### config.mk
export PLATFORM = sky130hd
export DESIGN_NAME = axi_w_arbiter_rr
export DESIGN_NICKNAME = d
export VERILOG_FILES = /design/src/rtl/axi_w_arbiter_rr_pkg.sv /design/src/rtl/generic_fifo.sv /design/src/rtl/axi_w_arbiter_rr.sv
export SDC_FILE = /design/constraint.sdc
export NUM_CORES = 1
export LEC_CHECK = 0
export ABC_CLOCK_PERIOD_IN_PS = 6300
export CAP_MARGIN = 20
export CORE_AREA = 4 4 270 272
export CTS_BUF_LIST = sky130_fd_sc_hd__clkbuf_16
export DETAILED_ROUTE_END_ITERATION = 7
export DIE_AREA = 0 0 274 276
export DONT_BUFFER_PORTS = 1
export PLACE_DENSITY = 0.3
export SLEW_MARGIN = 0
export SYNTH_ARGS = -nofsm -noshare
export SYNTH_HDL_FRONTEND = slang
export SYNTH_SLANG_ARGS = --single-unit
### constraint.sdc
create_clock -name clk -period 6.3 [get_ports clk]
set_clock_uncertainty 0.05 [all_clocks]
set_input_delay 1.26 -clock clk [delete_from_list [all_inputs] [get_ports clk]]
set_output_delay 1.26 -clock clk [all_outputs]
set_load 0.02 [all_outputs]
### src/rtl/axi_w_arbiter_rr_pkg.sv
// Shared AXI node definitions: arbitration states and sizing helpers.
package axi_w_arbiter_rr_pkg;

    typedef enum logic {
        ARB_IDLE   = 1'b0,
        ARB_LOCKED = 1'b1
    } arb_state_e;

    // Index width for a port count, never narrower than one bit.
    function automatic int unsigned idx_width(input int unsigned n);
        return (n > 1) ? $clog2(n) : 1;
    endfunction

endpackage

### src/rtl/generic_fifo.sv
// Synchronous FIFO with registered occupancy; full/empty depend only on state.
module generic_fifo #(
    parameter int unsigned DATA_WIDTH = 4,
    parameter int unsigned DATA_DEPTH = 8
) (
    input  logic                  clk,
    input  logic                  rst_n,
    input  logic                  push,
    input  logic [DATA_WIDTH-1:0] wdata,
    input  logic                  pop,
    output logic [DATA_WIDTH-1:0] rdata,
    output logic                  full,
    output logic                  empty
);
    localparam int unsigned ADDR_W = (DATA_DEPTH > 1) ? $clog2(DATA_DEPTH) : 1;
    localparam int unsigned CNT_W  = $clog2(DATA_DEPTH + 1);
    localparam logic [ADDR_W-1:0] LAST_ADDR = ADDR_W'(DATA_DEPTH - 1);
    localparam logic [CNT_W-1:0]  DEPTH_CNT = CNT_W'(DATA_DEPTH);

    logic [DATA_WIDTH-1:0] mem [DATA_DEPTH];
    logic [ADDR_W-1:0]     wr_ptr;
    logic [ADDR_W-1:0]     rd_ptr;
    logic [CNT_W-1:0]      count;
    logic                  do_push;
    logic                  do_pop;

    assign full    = (count == DEPTH_CNT);
    assign empty   = (count == '0);
    assign do_push = push & ~full;
    assign do_pop  = pop & ~empty;
    assign rdata   = mem[rd_ptr];

    always_ff @(posedge clk) begin
        if (do_push) begin
            mem[wr_ptr] <= wdata;
        end
    end

    always_ff @(posedge clk or negedge rst_n) begin
        if (!rst_n) begin
            wr_ptr <= '0;
            rd_ptr <= '0;
            count  <= '0;
        end else begin
            if (do_push) begin
                wr_ptr <= (wr_ptr == LAST_ADDR) ? '0 : wr_ptr + 1'b1;
            end
            if (do_pop) begin
                rd_ptr <= (rd_ptr == LAST_ADDR) ? '0 : rd_ptr + 1'b1;
            end
            case ({do_push, do_pop})
                2'b10:   count <= count + CNT_W'(1);
                2'b01:   count <= count - CNT_W'(1);
                default: count <= count;
            endcase
        end
    end

endmodule

### src/rtl/axi_w_arbiter_rr.sv
// Round-robin AW arbiter with an order FIFO steering W beats to the granted requester.
module axi_w_arbiter_rr
    import axi_w_arbiter_rr_pkg::*;
#(
    parameter int unsigned N_TARG_PORT = 4,
    parameter int unsigned FIFO_DEPTH  = 8,
    parameter int unsigned AW_W        = 64,
    parameter int unsigned W_W         = 72
) (
    input  logic                          clk,
    input  logic                          rst_n,
    input  logic [N_TARG_PORT-1:0]        awvalid_i,
    output logic [N_TARG_PORT-1:0]        awready_o,
    input  logic [N_TARG_PORT*AW_W-1:0]   awpayload_i,
    output logic                          awvalid_o,
    input  logic                          awready_i,
    output logic [AW_W-1:0]               awpayload_o,
    input  logic [N_TARG_PORT-1:0]        wvalid_i,
    input  logic [N_TARG_PORT-1:0]        wlast_i,
    output logic [N_TARG_PORT-1:0]        wready_o,
    input  logic [N_TARG_PORT*W_W-1:0]    wpayload_i,
    output logic                          wvalid_o,
    output logic                          wlast_o,
    input  logic                          wready_i,
    output logic [W_W-1:0]                wpayload_o,
    output logic                          idle_o
);
    localparam int unsigned PTR_W = idx_width(N_TARG_PORT);
    localparam int unsigned SUM_W = PTR_W + 1;
    localparam logic [PTR_W-1:0] LAST_PORT = PTR_W'(N_TARG_PORT - 1);
    localparam logic [SUM_W-1:0] N_SUM     = SUM_W'(N_TARG_PORT);

    arb_state_e             state_q;
    arb_state_e             state_d;
    logic [PTR_W-1:0]       rr_ptr_q;
    logic [PTR_W-1:0]       rr_ptr_d;
    logic [PTR_W-1:0]       win_q;
    logic [PTR_W-1:0]       win_d;
    logic [PTR_W-1:0]       sel;
    logic                   sel_found;
    logic [SUM_W-1:0]       cand_sum;
    logic [PTR_W-1:0]       cand;
    logic [PTR_W-1:0]       winner;
    logic [N_TARG_PORT-1:0] grant_oh;
    logic                   aw_hs;
    logic                   fifo_full;
    logic                   fifo_empty;
    logic [N_TARG_PORT-1:0] fifo_rdata;
    logic [N_TARG_PORT-1:0] head;
    logic                   w_pop;

    // First requester at or after rr_ptr, wrapping.
    always_comb begin
        sel       = rr_ptr_q;
        sel_found = 1'b0;
        cand_sum  = '0;
        cand      = '0;
        for (int unsigned i = 0; i < N_TARG_PORT; i++) begin
            cand_sum = {1'b0, rr_ptr_q} + SUM_W'(i);
            if (cand_sum >= N_SUM) begin
                cand_sum = cand_sum - N_SUM;
            end
            cand = cand_sum[PTR_W-1:0];
            if (!sel_found && awvalid_i[cand]) begin
                sel       = cand;
                sel_found = 1'b1;
            end
        end
    end

    assign winner    = (state_q == ARB_LOCKED) ? win_q : sel;
    assign grant_oh  = N_TARG_PORT'(1) << winner;
    // Reset forces the request low even while requesters hold awvalid_i.
    assign awvalid_o = rst_n & ((state_q == ARB_LOCKED) | ((|awvalid_i) & ~fifo_full));
    assign aw_hs     = awvalid_o & awready_i;
    assign awready_o = aw_hs ? grant_oh : '0;

    always_comb begin
        awpayload_o = '0;
        for (int unsigned k = 0; k < N_TARG_PORT; k++) begin
            if (winner == PTR_W'(k)) begin
                awpayload_o = awpayload_i[k*AW_W +: AW_W];
            end
        end
    end

    always_comb begin
        state_d  = state_q;
        win_d    = win_q;
        rr_ptr_d = rr_ptr_q;
        unique case (state_q)
            ARB_IDLE: begin
                if (awvalid_o && !awready_i) begin
                    state_d = ARB_LOCKED;
                    win_d   = sel;
                end
            end
            ARB_LOCKED: begin
                if (awready_i) begin
                    state_d = ARB_IDLE;
                end
            end
            default: state_d = ARB_IDLE;
        endcase
        if (aw_hs) begin
            rr_ptr_d = (winner == LAST_PORT) ? '0 : winner + 1'b1;
        end
    end

    always_ff @(posedge clk or negedge rst_n) begin
        if (!rst_n) begin
            state_q  <= ARB_IDLE;
            rr_ptr_q <= '0;
            win_q    <= '0;
        end else begin
            state_q  <= state_d;
            rr_ptr_q <= rr_ptr_d;
            win_q    <= win_d;
        end
    end

    generic_fifo #(
        .DATA_WIDTH (N_TARG_PORT),
        .DATA_DEPTH (FIFO_DEPTH)
    ) u_order_fifo (
        .clk   (clk),
        .rst_n (rst_n),
        .push  (aw_hs),
        .wdata (grant_oh),
        .pop   (w_pop),
        .rdata (fifo_rdata),
        .full  (fifo_full),
        .empty (fifo_empty)
    );

    // W path follows the oldest accepted AW; nothing passes while the FIFO is empty.
    assign head     = fifo_empty ? '0 : fifo_rdata;
    assign wvalid_o = |(wvalid_i & head);
    assign wlast_o  = |(wlast_i & head);
    assign wready_o = wready_i ? head : '0;
    assign w_pop    = wvalid_o & wready_i & wlast_o;
    assign idle_o   = fifo_empty & (state_q == ARB_IDLE);

    always_comb begin
        wpayload_o = '0;
        for (int unsigned k = 0; k < N_TARG_PORT; k++) begin
            if (head[k]) begin
                wpayload_o = wpayload_o | wpayload_i[k*W_W +: W_W];
            end
        end
    end

endmodule

[After elaboration in Yosys (flattened, before gate mapping)]
Memory sizes are Yosys's and may differ from the RTL's.
Cells that the tools add are included.
Storage, ports and cells
  word-level logic and storage cells: 108
  memory bits (read-only): 0
  memories: 1
  bits in latches: 0
  memory bits (writable): 32
  output and inout bits: 148
  register bits after elaboration: 15
Memories
  u_order_fifo.mem: words 8, bits a word 4, read ports 1, clocked after Yosys merged registers in 0, write ports 1, line generic_fifo.sv:20  | logic [DATA_WIDTH-1:0] mem [DATA_DEPTH];
Cells by class
  $add $sub $neg: 12
  magnitude comparators: 8
  equality and inequality tests: 8
  shifts and indexed selects: 1
  multiplexer cells: 40
  multipliers: 0
  reductions and logical operators: 15
  div/mod/pow operators: 0
  bitwise gates (word level): 17
Operators with widths (number)
  $mux 72: 4
  $mux 64: 4
  $or 72x72->72: 3
  $mux 2: 10
  $lt 2x3->1 const B: 4
  $mux 4: 3
  $reduce_or 4->1: 3
  $mux 1: 11
  $ge 3x3->1 const B: 3
  $and 1x1->1: 8
  $and 4x4->4: 2
  $bmux 1 s2: 4
  $pmux 4 s2: 1
  $sub 2x1->2 const B: 4
  $add 2x2->3 const B: 2
  $add 3x1->3 const B: 2
  $eq 2x2->1 const B: 3
  $eq 3x3->1 const B: 2
  $mux 3: 2
  $add 4x1->4 const B: 1
  $eq 2x1->1 const B: 2
  $eq 4x4->1 const B: 1
  $logic_and 1x1->1: 4
  $logic_not 1->1: 4
  12 further kinds: 14

[Longest topological paths before layout]
Gate-level depths: netlist of the first run.
  depth after elaboration: 20
  depth in mapped cells: 15
  gate-level depth less buffers: 13

[Hierarchy]
Synthesis of the first run repeated with hierarchy kept, for this count alone.
Second synthesis, totals
  cell total of the unflattened synthesis: 729
  area, all modules: 5866.9 µm²
By module, submodules not included
  axi_w_arbiter_rr: area each 3951.3 µm², cells each 614, instances 1
  generic_fifo: area each 1915.6 µm², cells each 115, instances 1

[Worst setup path after synthesis of the first run]
No wires, ideal clock.
  kind: in2out
  start point: input awvalid_i[0]
  end point: output awpayload_o[15]
  path buffers: 2
  path slack: 1.239 ns
  required time: 4.990 ns
  data arrival time: 3.751 ns
  stages on the path: 15
  path through: inv_1 -> and3_1 -> o32ai_1 -> a21oi_1 -> mux2_2 -> inv_1 -> ha_1 -> clkbuf_1 -> buf_1 -> nand2_1 -> nor2_1 -> a21oi_1 -> nor2_1 -> a21oi_1 -> o21ai_0
On the way
  cells in the longest elaborated chain, start to end: 18
RTL lines
  start: declaration: line axi_w_arbiter_rr.sv:12  | input logic [N_TARG_PORT-1:0] awvalid_i,
  $bmux 1 s2: line axi_w_arbiter_rr.sv:64  | if (!sel_found && awvalid_i[cand]) begin
  $mux 1 (implied by the code): line axi_w_arbiter_rr.sv:64
  $mux 1: line axi_w_arbiter_rr.sv:64
  $logic_not 1->1: line axi_w_arbiter_rr.sv:64
  $logic_and 1x1->1: line axi_w_arbiter_rr.sv:64
  $mux 1: line axi_w_arbiter_rr.sv:64
  $logic_not 1->1: line axi_w_arbiter_rr.sv:64
  $logic_and 1x1->1: line axi_w_arbiter_rr.sv:64
  $mux 1: line axi_w_arbiter_rr.sv:64
  $logic_not 1->1: line axi_w_arbiter_rr.sv:64
  $logic_and 1x1->1: line axi_w_arbiter_rr.sv:64
  $mux 2 *: line axi_w_arbiter_rr.sv:64
  $mux 2 *: line axi_w_arbiter_rr.sv:71  | assign winner = (state_q == ARB_LOCKED) ? win_q : sel;
  $logic_not 2->1: line axi_w_arbiter_rr.sv:81  | if (winner == PTR_W'(k)) begin
  $mux 64 (3 in a row): line axi_w_arbiter_rr.sv:81
  $mux 64 *: line axi_w_arbiter_rr.sv:81
  end: declaration: line axi_w_arbiter_rr.sv:17  | output logic [AW_W-1:0] awpayload_o,
Mark *: on every way between the ends. The rest lies on a longest branch, timed or not. The select of a mux whose other input is x is not followed.

[Final worst setup path of the first run]
  start point: input awvalid_i[0]
  end point: output awpayload_o[36]
Same word-level chain as after synthesis.

==> flow_summary.rst, run 1 <==
.. list-table::
   :header-rows: 1

   * - Metric
     - Value
   * - Outcome
     - complete, no violations
   * - Share of the clock period used by the worst path
     - 89.85%
   * - Net count reported at finish
     - 1,478
   * - Number of search-and-repair iterations in the first detailed-routing pass
     - 5
   * - Number of DRC markers in iteration 0
     - 382
   * - Detailed-route vias per instance
     - 3.953
   * - Count of instances resized after the clock tree is built
     - 0
   * - Number of remaining DRC errors
     - 0
   * - Hold crit path type
     - reg -> reg
   * - Final Hold Slack
     - 0.4572 ns
   * - Clock transition at path regs
     - 0.06 ns
   * - Layout cell share with drive strength beyond 1
     - 8.159%
   * - Critical setup path kind
     - in -> out
   * - Element type at the critical path start
     - input port
   * - Data arrival at the endpoint of the critical path
     - 4.35 ns
   * - Largest buffer count on any clock path
     - 2
   * - Biggest cell delay along the critical path
     - 0.57 ns
   * - Sequential-to-total area share from yosys stat
     - 22.24%
   * - Number of max-cap violations
     - 0
   * - Synthesized instance count
     - 937
   * - Maximum ir drop on the vdd rail
     - 404.0 uV
   * - Post-CTS setup-driven buffer insertion count
     - 0
   * - Worst skew pair latency
     - 0.28 ns
   * - Pwr Total
     - 0.005816 W
   * - Count of yosys warnings during synthesis
     - 0
   * - Tightest Pin Transition
     - 1.035 ns
   * - # hold bufs at CTS
     - 0
   * - Final count of hold timing violations
     - 0
   * - Number of port buffers
     - 0
   * - Number of vias in the routed layout
     - 7,376
   * - Cell row count
     - 98
   * - Synth area leader
     - sky130_fd_sc_hd__a22oi_1
   * - Clock buffers created by TritonCTS
     - 5
   * - Most used standard cell by instance count after synthesis
     - sky130_fd_sc_hd__nand2_1
   * - Share of flip-flops with an asynchronous set or reset
     - 31.91%
   * - Largest driver fanout on the critical path
     - 34
   * - Number of synthesized flops with an enable pin
     - 32
   * - Number of top-level design ports
     - 708
   * - Slowest-stage cell, CP
     - sky130_fd_sc_hd__o21ai_0
   * - Total routing resource utilization after global routing
     - 12.71%
   * - Maximum level of the CTS H-tree
     - 2
   * - CP required
     - 4.99 ns
   * - Pin count of the biggest net entering global routing
     - 108
   * - Leakage power summed over all cells
     - 2.658 nW
   * - Core box area
     - 0.07075 mm2
   * - Clock root buffer master
     - sky130_fd_sc_hd__clkbuf_16
   * - Initial Util
     - 8.492%
   * - Pwr/cell area
     - 776.8 mW/mm2
   * - Area growth from synthesis to layout
     - 24.61%
   * - Congestion Overflow GR
     - 0
   * - CP dominant cell by count
     - sky130_fd_sc_hd__a21oi_1
   * - Routability-driven placement congestion ratio
     - 0.9301
   * - Cells taking the most area after synthesis
     - sky130_fd_sc_hd__a22oi_1 19%, sky130_fd_sc_hd__edfxtp_1 16%, sky130_fd_sc_hd__nand2_1 13%
   * - Final Critical Period
     - 5.661 ns
   * - Clock tree from TritonCTS
     - yes
   * - First-pass GRT wire length
     - 66,490 um
   * - Commonest cells in the netlist
     - 211 x sky130_fd_sc_hd__nand2_1, 149 x sky130_fd_sc_hd__a22oi_1, 141 x sky130_fd_sc_hd__nor2_1
   * - Headroom to the max-slew limit
     - 31.00%
   * - Synthesized net count
     - 1,509
   * - Top flip-flop cell by instance count after synthesis
     - sky130_fd_sc_hd__edfxtp_1
   * - Horizontal die dimension
     - 274 um
   * - Number of global-route vias before repair
     - 7,345
   * - Half-perimeter wire length after placement
     - 45,470 um
   * - Maximum frequency from static timing analysis
     - 176.7 MHz
   * - Final count of negative-setup-slack endpoints
     - 0
   * - Area share of the leading cell type in the synthesized netlist
     - 18.62%
   * - Vertical extent of the die
     - 276 um
   * - Overall die area
     - 0.07562 mm2
   * - Post-DR wirelength/cell
     - 28.05 um
   * - Flip-flop and latch count after synthesis
     - 47
   * - Mean Syn Cell Area
     - 6.412 um2
   * - Initial antenna violation count
     - 31
   * - Element type at the critical path end
     - output port
   * - Fin. max-slew vios
     - 0
   * - Clock sinks
     - 47
   * - Cells along the critical path
     - inv_1 > and3_1 > o32ai_1 > a21oi_1 > mux2_2 > inv_1 > ha_2 > buf_12 > nand2_1 > nor2_1 > a21oi_1 > nor2_1 > a21oi_1 > o21ai_0
   * - Setup repair after global routing missed its margin
     - false
   * - Number of distinct standard cells referenced by the synthesized netlist
     - 42
   * - Area of the mapped netlist
     - 0.006008 mm2
   * - Detailed Route WL
     - 52,340 um
   * - Sum of negative setup slack
     - 0 ns
   * - DRT antenna net count
     - 0
-- path summary, 6_finish.rpt --
path                                          to  slack [ns]  depth (start not counted)                   start
min in group asynchronous               win_q[1]        0.62                          0                   rst_n
hold / removal                          win_q[1]        0.46                          1                win_q[1]
setup / recovery                 awpayload_o[36]        0.64                         14            awvalid_i[0]
hold reg to reg                         win_q[1]        0.46                          1                win_q[1]
setup reg to reg           u_order_fifo.count[3]        1.83                         15  u_order_fifo.rd_ptr[0]
max in group asynchronous  u_order_fifo.count[2]        5.50                          0                   rst_n
-- state kept, by name, summed over array words and instances, names as in the netlist --
| signal | cells |
|---|---|
| u_order_fifo.mem | 32 |
| u_order_fifo.count | 4 |
| u_order_fifo.rd_ptr | 3 |
| u_order_fifo.wr_ptr | 3 |
| rr_ptr_q | 2 |
| win_q | 2 |
| state_q | 1 |
-- power breakdown --
| group | internal, W | switching (W) |
|---|---|---|
| clock network | 0.000184 | 0.000106 |
| registers | 0.000430 | 0.0000803 |
| logic | 0.00128 | 0.00374 |
-- layout make-up --
type | instances | area (um2)
Fill cell | 8313 | 63260
Sequential cell | 47 | 1336
Clock inverter | 3 | 37.54
Timing Repair Buffer | 47 | 410.4
Clock buffer | 5 | 125.1
Inverter | 10 | 37.54
Multi-Input combinational cell | 795 | 4329
Tap cell | 950 | 1189
Antenna cell | 9 | 22.52
-- metal layers --
layer | vias up | global-route usage, % | wire, um
met1 | 3441 | 11.50 | 16310
li1 | 3307 | - | -
met5 | - | 0 | 102
met2 | 545 | 26.16 | 29250
met3 | 69 | 3.940 | 4827
met4 | 14 | 4.091 | 1858
-- through the flow --
step           instance area (um2)  instances  util [%]  setup WS (ns)
3_5_place_dp                  7274       1848     10.28         0.6460
2_1_floorplan                 6008        937         -          1.239
6_report                      7487       1866     10.58         0.6392
3_3_place_gp                  7274       1848     10.28         0.6772
5_1_grt                       7485       1865     10.58         0.5278
4_1_cts                       7437       1856     10.51         0.6493
-- cells by family (layout without fill, tap and decap cells) --
group	Yosys count	count (layout)	share of synthesized area, %
simple gates	391	391	26.22
compound gates	362	362	37.15
buf+inv	95	65	6.497
flops	47	47	22.24
mux	26	26	4.685
fa+ha+maj	12	12	2.624
xor+xnor	4	4	0.5832
other cells	0	9	0
-- critical path: cells and delay by family --
kind                     cells  cell delay (ns)
buffers and inverters        3             0.44
multiplexers                 1             0.35
AND/OR/NAND/NOR              4             0.63
adder cells (fa/ha/maj)      1             0.55
AO/OA/AOI/OAI                5             1.07
-- cells in the final DEF, fill, tap and decap left out, types with 3 or more instances in the layout --
cell type,synthesis,layout
sky130_fd_sc_hd__inv_1,10,12
sky130_fd_sc_hd__dfrtp_1,15,15
sky130_fd_sc_hd__a22oi_1,149,149
sky130_fd_sc_hd__mux2_2,5,5
sky130_fd_sc_hd__and2_1,7,7
sky130_fd_sc_hd__buf_4,1,43
sky130_fd_sc_hd__and3_1,8,5
sky130_fd_sc_hd__nor2b_1,4,4
sky130_fd_sc_hd__edfxtp_1,32,32
sky130_fd_sc_hd__nand4_1,6,6
sky130_fd_sc_hd__nand2_1,211,211
sky130_fd_sc_hd__ha_4,0,3
sky130_fd_sc_hd__nor2_1,141,141
sky130_fd_sc_hd__mux2i_1,18,18
sky130_fd_sc_hd__diode_2,0,9
sky130_fd_sc_hd__ha_1,11,7
sky130_fd_sc_hd__nand2b_1,3,3
sky130_fd_sc_hd__mux2_4,3,3
sky130_fd_sc_hd__o21ai_0,68,63
sky130_fd_sc_hd__a21oi_1,136,136
sky130_fd_sc_hd__buf_12,0,3
sky130_fd_sc_hd__o21ai_1,0,5
sky130_fd_sc_hd__clkbuf_16,0,5
Note: power is estimated with default switching activity, not from simulation.
==> inputs of run 2 (changes only) <==
RECOVER_POWER = 25   (was unset)
==> run 2 against run 1 <==
Worst hold slack worse by 0.0019 ns. Via count decreased by 0.16%. Wire length is essentially flat. Critical endpoint unchanged. Clock power about the same. Highest routed layer unchanged.
==> flow_summary.rst, run 2 (synthesis results as in run 1) <==
.. list-table::
   :header-rows: 1

   * - Metric
     - Value
   * - Net count reported at finish
     - 1,478
   * - Layout cell share with drive strength beyond 1
     - 8.049%
   * - Pin count of the biggest net entering global routing
     - 108
   * - Routability-driven placement congestion ratio
     - 0.9301
   * - Critical setup path kind
     - in -> out
   * - Element type at the critical path end
     - output port
   * - Number of port buffers
     - 0
   * - Outcome
     - complete, no violations
   * - Final Critical Period
     - 5.693 ns
   * - Commonest non-fill, non-tap cell in the layout
     - sky130_fd_sc_hd__nand2_1
   * - CP Launch Point
     - awvalid_i[0]
   * - Cell row count
     - 98
   * - Core box area
     - 0.07075 mm2
   * - Final Hold Slack
     - 0.4553 ns
   * - RR Startpoint
     - u_order_fifo.rd_ptr[0]
   * - Detailed-route vias per instance
     - 3.946
   * - Element type at the critical path start
     - input port
   * - Count of instances resized after the clock tree is built
     - 0
   * - Relative contribution of sequential cells to total power
     - 8.8%
   * - Area growth from synthesis to layout
     - 24.61%
   * - Maximum level of the CTS H-tree
     - 2
   * - Worst r2r path cells
     - 15
   * - Number of search-and-repair iterations in the first detailed-routing pass
     - 5
   * - Setup WS post-layout
     - 0.6072 ns
   * - Number of vias in the routed layout
     - 7,364
   * - Half-perimeter wire length after placement
     - 45,470 um
   * - Number of max-cap violations
     - 0
   * - Setup repair after global routing missed its margin
     - false
   * - CP required
     - 4.99 ns
   * - Largest driver fanout on the critical path
     - 34
   * - Final count of negative-setup-slack endpoints
     - 0
   * - Area taken by flip-flops and latches
     - 0.001336 mm2
   * - Largest buffer count on any clock path
     - 2
   * - Setup slack, reg-to-reg
     - 1.83 ns
   * - Vertical extent of the die
     - 276 um
   * - Design internal power
     - 0.001892 W
   * - Post-CTS setup-driven buffer insertion count
     - 0
   * - Clock tree from TritonCTS
     - yes
   * - Horizontal die dimension
     - 274 um
   * - Number of fill cells
     - 8,313
   * - Sw frac
     - 67.47%
   * - Pwr/cell area
     - 777.0 mW/mm2
   * - Net Sw Power
     - 0.003925 W
   * - Met2 routed WL
     - 29,260 um
   * - Clock transition at path regs
     - 0.06 ns
   * - Data arrival at the endpoint of the critical path
     - 4.38 ns
   * - Maximum ir drop on the vdd rail
     - 404.0 uV
   * - Tightest Pin Transition
     - 1.035 ns
   * - First-pass GRT wire length
     - 66,490 um
   * - Fin. max-slew vios
     - 0
   * - Flip-flop count of the largest register after layout
     - 32
   * - DRT antenna net count
     - 0
   * - Register name with the most flops
     - u_order_fifo.mem
   * - Comb power frac
     - 86.2%
   * - Clock sinks
     - 47
   * - Worst setup path endpoint
     - awpayload_o[36]
   * - Congestion Overflow GR
     - 0
   * - Top layer in use
     - met5
   * - Endpoint of the most critical register-to-register path
     - u_order_fifo.count[3]
   * - Hold crit path type
     - reg -> reg
   * - Total routing resource utilization after global routing
     - 12.71%
   * - Worst slack, placed
     - 0.6460 ns
   * - Maximum frequency from static timing analysis
     - 175.7 MHz
   * - Met3 routed wirelength
     - 4768 um
   * - Initial Util
     - 8.492%
   * - Leakage power summed over all cells
     - 2.658 nW
   * - Detailed Route WL
     - 52,350 um
   * - Relative contribution of the clock network to total power
     - 5.0%
   * - Top flop regs
     - u_order_fifo.mem x32, u_order_fifo.count x4
   * - Share of the clock period used by the worst path
     - 90.36%
   * - Final count of hold timing violations
     - 0
   * - Overall die area
     - 0.07562 mm2
   * - Post-DR wirelength/cell
     - 28.06 um
   * - Clock root buffer master
     - sky130_fd_sc_hd__clkbuf_16
   * - Number of DRC markers in iteration 0
     - 381
   * - Combined area of the multi-input logic cells
     - 0.004329 mm2
   * - Number of global-route vias before repair
     - 7,345
   * - DRT met1 WL
     - 16,360 um
   * - Clock buffers created by TritonCTS
     - 5
   * - Number of top-level design ports
     - 708
   * - # hold bufs at CTS
     - 0
   * - Number of remaining DRC errors
     - 0
   * - Initial antenna violation count
     - 31
   * - Worst skew pair latency
     - 0.28 ns
   * - Most used cells in the layout excluding fill and tap cells
     - 211 x sky130_fd_sc_hd__nand2_1, 149 x sky130_fd_sc_hd__a22oi_1, 141 x sky130_fd_sc_hd__nor2_1
   * - Headroom to the max-slew limit
     - 31.03%
   * - Sum of negative setup slack
     - 0 ns
## run 2: changes by cell type in the layout (fill, tap and decap cells not counted)
cell                     delta
sky130_fd_sc_hd__and2_0     +1
sky130_fd_sc_hd__and2_1     -1
sky130_fd_sc_hd__mux2_2     -1
sky130_fd_sc_hd__mux2_1     +1
## run 2: final cells by class
cell class / count / share of cell area (%)
well taps: 950 / 15.88
clock inverters: 3 / 0.5013
inverters: 10 / 0.5013
clock buffers: 5 / 1.671
repair buffers: 47 / 5.481
multi-input cells: 795 / 57.82
diodes: 9 / 0.3008
flip-flops and latches: 47 / 17.85
## run 2: per-layer routing
metal	vias up	global-route usage, %
met5	-	0
met4	14	4.091
met3	69	3.940
met2	531	26.16
met1	3446	11.50
li1	3304	-
## run 2: worst min path at each step
stage	start	end	slack, ns	cells after the start
final	win_q[0]	win_q[0]	0.46	1
after global routing	win_q[0]	win_q[0]	0.48	1
after CTS	win_q[0]	win_q[0]	0.46	1
after detailed placement	win_q[0]	win_q[0]	0.45	1
after global placement	win_q[1]	win_q[1]	0.44	1
after floorplan	win_q[0]	win_q[0]	0.43	1
## run 2: power groups by stage
stage | clock, W | sequential [W] | combinational, W
2_1_floorplan | 0 | 0.000481 | 0.00344
3_3_place_gp | 0 | 0.000518 | 0.00507
3_5_place_dp | 0 | 0.000518 | 0.00513
4_1_cts | 0.000298 | 0.000512 | 0.00514
5_1_grt | 0.000313 | 0.000522 | 0.00543
6_report | 0.000290 | 0.000510 | 0.00502
## run 2: worst max-delay path, cell delays in order
cell and delay (ns):
sky130_fd_sc_hd__inv_1 0.04, sky130_fd_sc_hd__and3_1 0.17, sky130_fd_sc_hd__o32ai_1 0.22, sky130_fd_sc_hd__a21oi_1 0.08
sky130_fd_sc_hd__mux2_1 0.42, sky130_fd_sc_hd__inv_1 0.16, sky130_fd_sc_hd__ha_2 0.56, sky130_fd_sc_hd__buf_12 0.27
sky130_fd_sc_hd__nand2_1 0.07, sky130_fd_sc_hd__nor2_1 0.09, sky130_fd_sc_hd__a21oi_1 0.05, sky130_fd_sc_hd__nor2_1 0.30
sky130_fd_sc_hd__a21oi_1 0.10, sky130_fd_sc_hd__o21ai_0 0.57
## run 2: metrics by stage
stage                     total power, W  std cells  utilization [%]  area, um2
after global routing            0.006262       1865            10.58       7485
after floorplan                 0.003923        937                -       6008
after detailed placement        0.005644       1848            10.28       7274
after global placement          0.005588       1848            10.28       7274
final                           0.005818       1866            10.58       7487
after CTS                       0.005951       1856            10.51       7437
==> inputs of run 3 (changes only) <==
ABC_AREA = 1   (was unset)
CORE_AREA = 4 4 271 273   (was 4 4 270 272)
DIE_AREA = 0 0 275 277   (was 0 0 274 276)
TNS_END_PERCENT = 20   (was unset)
==> run 3 against run 2 <==
Via count rose by 12%. Register-to-register slack better by 0.34 ns. Critical path depth increased by 5. Setup slack worse by 0.19 ns. Wire length rose by 14%. Synthesized cell count is 16% higher. Worst hold slack lost 0.019 ns. Synthesized area rose by 7.3%. Count of clock-buffer cells in the layout stayed put.
==> flow_summary.rst, run 3 <==
.. list-table::
   :header-rows: 1

   * - Metric
     - Value
   * - Fin. max-slew vios
     - 0
   * - Cells taking the most area after synthesis
     - sky130_fd_sc_hd__edfxtp_1 15%, sky130_fd_sc_hd__nand2_1 14%, sky130_fd_sc_hd__inv_1 11%
   * - Element type at the critical path end
     - output port
   * - Number of vias in the routed layout
     - 8,230
   * - Number of fill cells
     - 8,445
   * - Number of max-cap violations
     - 0
   * - Number of search-and-repair iterations in the first detailed-routing pass
     - 5
   * - Detailed Route WL
     - 59,730 um
   * - Commonest non-fill, non-tap cell in the layout
     - sky130_fd_sc_hd__nand2_1
   * - Number of remaining DRC errors
     - 0
   * - First-pass GRT wire length
     - 76,680 um
   * - Area share of the leading cell type in the synthesized netlist
     - 14.90%
   * - Critical setup path kind
     - in -> out
   * - Number of port buffers
     - 0
   * - Clock root buffer master
     - sky130_fd_sc_hd__clkbuf_16
   * - Routability-driven placement congestion ratio
     - 0.9375
   * - Flip-flop count of the largest register after layout
     - 32
   * - Clock tree from TritonCTS
     - yes
   * - Setup repair after global routing missed its margin
     - false
   * - Clock buffers created by TritonCTS
     - 5
   * - Initial Util
     - 9.066%
   * - Synthesized net count
     - 1,658
   * - Maximum level of the CTS H-tree
     - 2
   * - Worst skew pair latency
     - 0.30 ns
   * - # hold bufs at CTS
     - 0
   * - Top flop regs
     - u_order_fifo.mem x32, u_order_fifo.count x4
   * - Half-perimeter wire length after placement
     - 53,130 um
   * - Core box area
     - 0.07112 mm2
   * - Maximum frequency from static timing analysis
     - 169.9 MHz
   * - Tightest Pin Transition
     - 1.108 ns
   * - Net count reported at finish
     - 1,690
   * - Number of distinct standard cells referenced by the synthesized netlist
     - 31
   * - Overall die area
     - 0.07618 mm2
   * - Final count of hold timing violations
     - 0
   * - Congestion Overflow GR
     - 0
   * - Element type at the critical path start
     - input port
   * - Share of the clock period used by the worst path
     - 93.42%
   * - Number of DRC markers in iteration 0
     - 410
   * - Post-CTS setup-driven buffer insertion count
     - 0
   * - Most used standard cell by instance count after synthesis
     - sky130_fd_sc_hd__nand2_1
   * - Number of top-level design ports
     - 708
   * - Synth area leader
     - sky130_fd_sc_hd__edfxtp_1
   * - Number of global-route vias before repair
     - 8,634
   * - Register name with the most flops
     - u_order_fifo.mem
   * - Cell row count
     - 98
   * - Commonest cells in the netlist
     - 236 x sky130_fd_sc_hd__nand2_1, 190 x sky130_fd_sc_hd__inv_1, 99 x sky130_fd_sc_hd__nor2_1
   * - Detailed-route vias per instance
     - 3.949
   * - Flip-flop and latch count after synthesis
     - 47
   * - Area of the mapped netlist
     - 0.006447 mm2
   * - DRT antenna net count
     - 0
   * - Top flip-flop cell by instance count after synthesis
     - sky130_fd_sc_hd__edfxtp_1
   * - Setup slack, reg-to-reg
     - 2.17 ns
   * - Clock transition at path regs
     - 0.08 ns
   * - Final Hold Slack
     - 0.4367 ns
   * - Headroom to the max-slew limit
     - 25.35%
   * - Sum of negative setup slack
     - 0 ns
   * - Horizontal die dimension
     - 275 um
   * - Outcome
     - complete, no violations
   * - Count of instances resized after the clock tree is built
     - 0
   * - Final Critical Period
     - 5.886 ns
   * - Clock sinks
     - 47
   * - Vertical extent of the die
     - 277 um
   * - Share of flip-flops with an asynchronous set or reset
     - 31.91%
   * - Largest buffer count on any clock path
     - 2
   * - Final count of negative-setup-slack endpoints
     - 0
   * - Post-DR wirelength/cell
     - 28.66 um
   * - Layout cell share with drive strength beyond 1
     - 12.42%
   * - Most used cells in the layout excluding fill and tap cells
     - 238 x sky130_fd_sc_hd__nand2_1, 191 x sky130_fd_sc_hd__inv_1, 98 x sky130_fd_sc_hd__nor2_1
   * - CP required
     - 4.99 ns
   * - Synthesized instance count
     - 1,086
   * - Sequential-to-total area share from yosys stat
     - 20.73%
   * - Data arrival at the endpoint of the critical path
     - 4.58 ns
   * - Number of synthesized flops with an enable pin
     - 32
   * - Hold crit path type
     - reg -> reg
   * - Area growth from synthesis to layout
     - 29.89%
   * - Largest driver fanout on the critical path
     - 64
   * - Mean Syn Cell Area
     - 5.937 um2
   * - Count of yosys warnings during synthesis
     - 0
   * - Pin count of the biggest net entering global routing
     - 73
   * - Initial antenna violation count
     - 24
   * - Total routing resource utilization after global routing
     - 14.56%
## run 3: cell type report
type                       instances  area (um2)  area share (%)
clock buffer                       5       125.1           1.494
inverter                         197       742.0           8.860
tap                              950        1189           14.19
timing repair buffer             100       795.8           9.502
antenna                           15       37.54          0.4482
sequential                        47        1336           15.96
clock inverter                     3       47.55          0.5678
multi-input combinational        767        4101           48.98
## run 3: per-layer routing
| metal | vias up | part of all wire (%) | global-route usage (%) |
|---|---|---|---|
| li1 | 3731 | - | - |
| met1 | 3844 | 30 | 12.35 |
| met2 | 568 | 56 | 29.63 |
| met3 | 83 | 8.8 | 4.107 |
| met4 | 4 | 5.3 | 8.023 |
| met5 | - | 0.067 | 0 |
## run 3: cells by family after synthesis
logic type	after synthesis	synth area share [%]
compound gates	362	34.49
buf+inv	272	17.19
xor+xnor	4	0.6600
flops	47	20.73
simple gates	389	24.49
fa+ha+maj	12	2.445
## run 3: through the flow
step	instances	setup WS, ns	instance area, um2	utilization, %
CTS	2069	0.3215	8346	11.73
floorplan	1086	1.212	6447	-
detailed placement	2061	0.3294	8173	11.49
global route	2083	0.1254	8372	11.77
global placement	2055	0.3445	8117	11.41
finish	2084	0.4143	8374	11.78
## run 3: final timing paths
kind / cells after the start / to / startpoint
min in group asynchronous: 0 / rr_ptr_q[0] / rst_n
max in group asynchronous: 0 / u_order_fifo.rd_ptr[1] / rst_n
setup reg to reg: 19 / u_order_fifo.count[3] / u_order_fifo.rd_ptr[0]
hold reg to reg: 2 / win_q[0] / win_q[0]
hold / removal: 2 / win_q[0] / win_q[0]
setup / recovery: 19 / awpayload_o[7] / awvalid_i[1]
## run 3: critical path, cell delays in order
cell                       delay, ns
sky130_fd_sc_hd__inv_1          0.04
sky130_fd_sc_hd__nand2_1        0.05
sky130_fd_sc_hd__o21ai_0        0.12
sky130_fd_sc_hd__o21ai_1        0.29
sky130_fd_sc_hd__inv_1          0.12
sky130_fd_sc_hd__nand3_1        0.08
sky130_fd_sc_hd__nand2_1        0.06
sky130_fd_sc_hd__nand2_1        0.06
sky130_fd_sc_hd__nand2_1        0.07
sky130_fd_sc_hd__nand2_1        0.11
sky130_fd_sc_hd__nand2_2        0.12
sky130_fd_sc_hd__inv_2          0.10
sky130_fd_sc_hd__ha_1           0.41
sky130_fd_sc_hd__inv_1          0.16
sky130_fd_sc_hd__nor2_4         0.13
sky130_fd_sc_hd__buf_12         0.26
sky130_fd_sc_hd__a221oi_1       0.18
sky130_fd_sc_hd__o31ai_2        0.58
sky130_fd_sc_hd__buf_4          0.26
Power of run 3 is left out: the tool's default activity adds up to more than one toggle a clock period on the data nets, which glitch-free logic cannot reach.
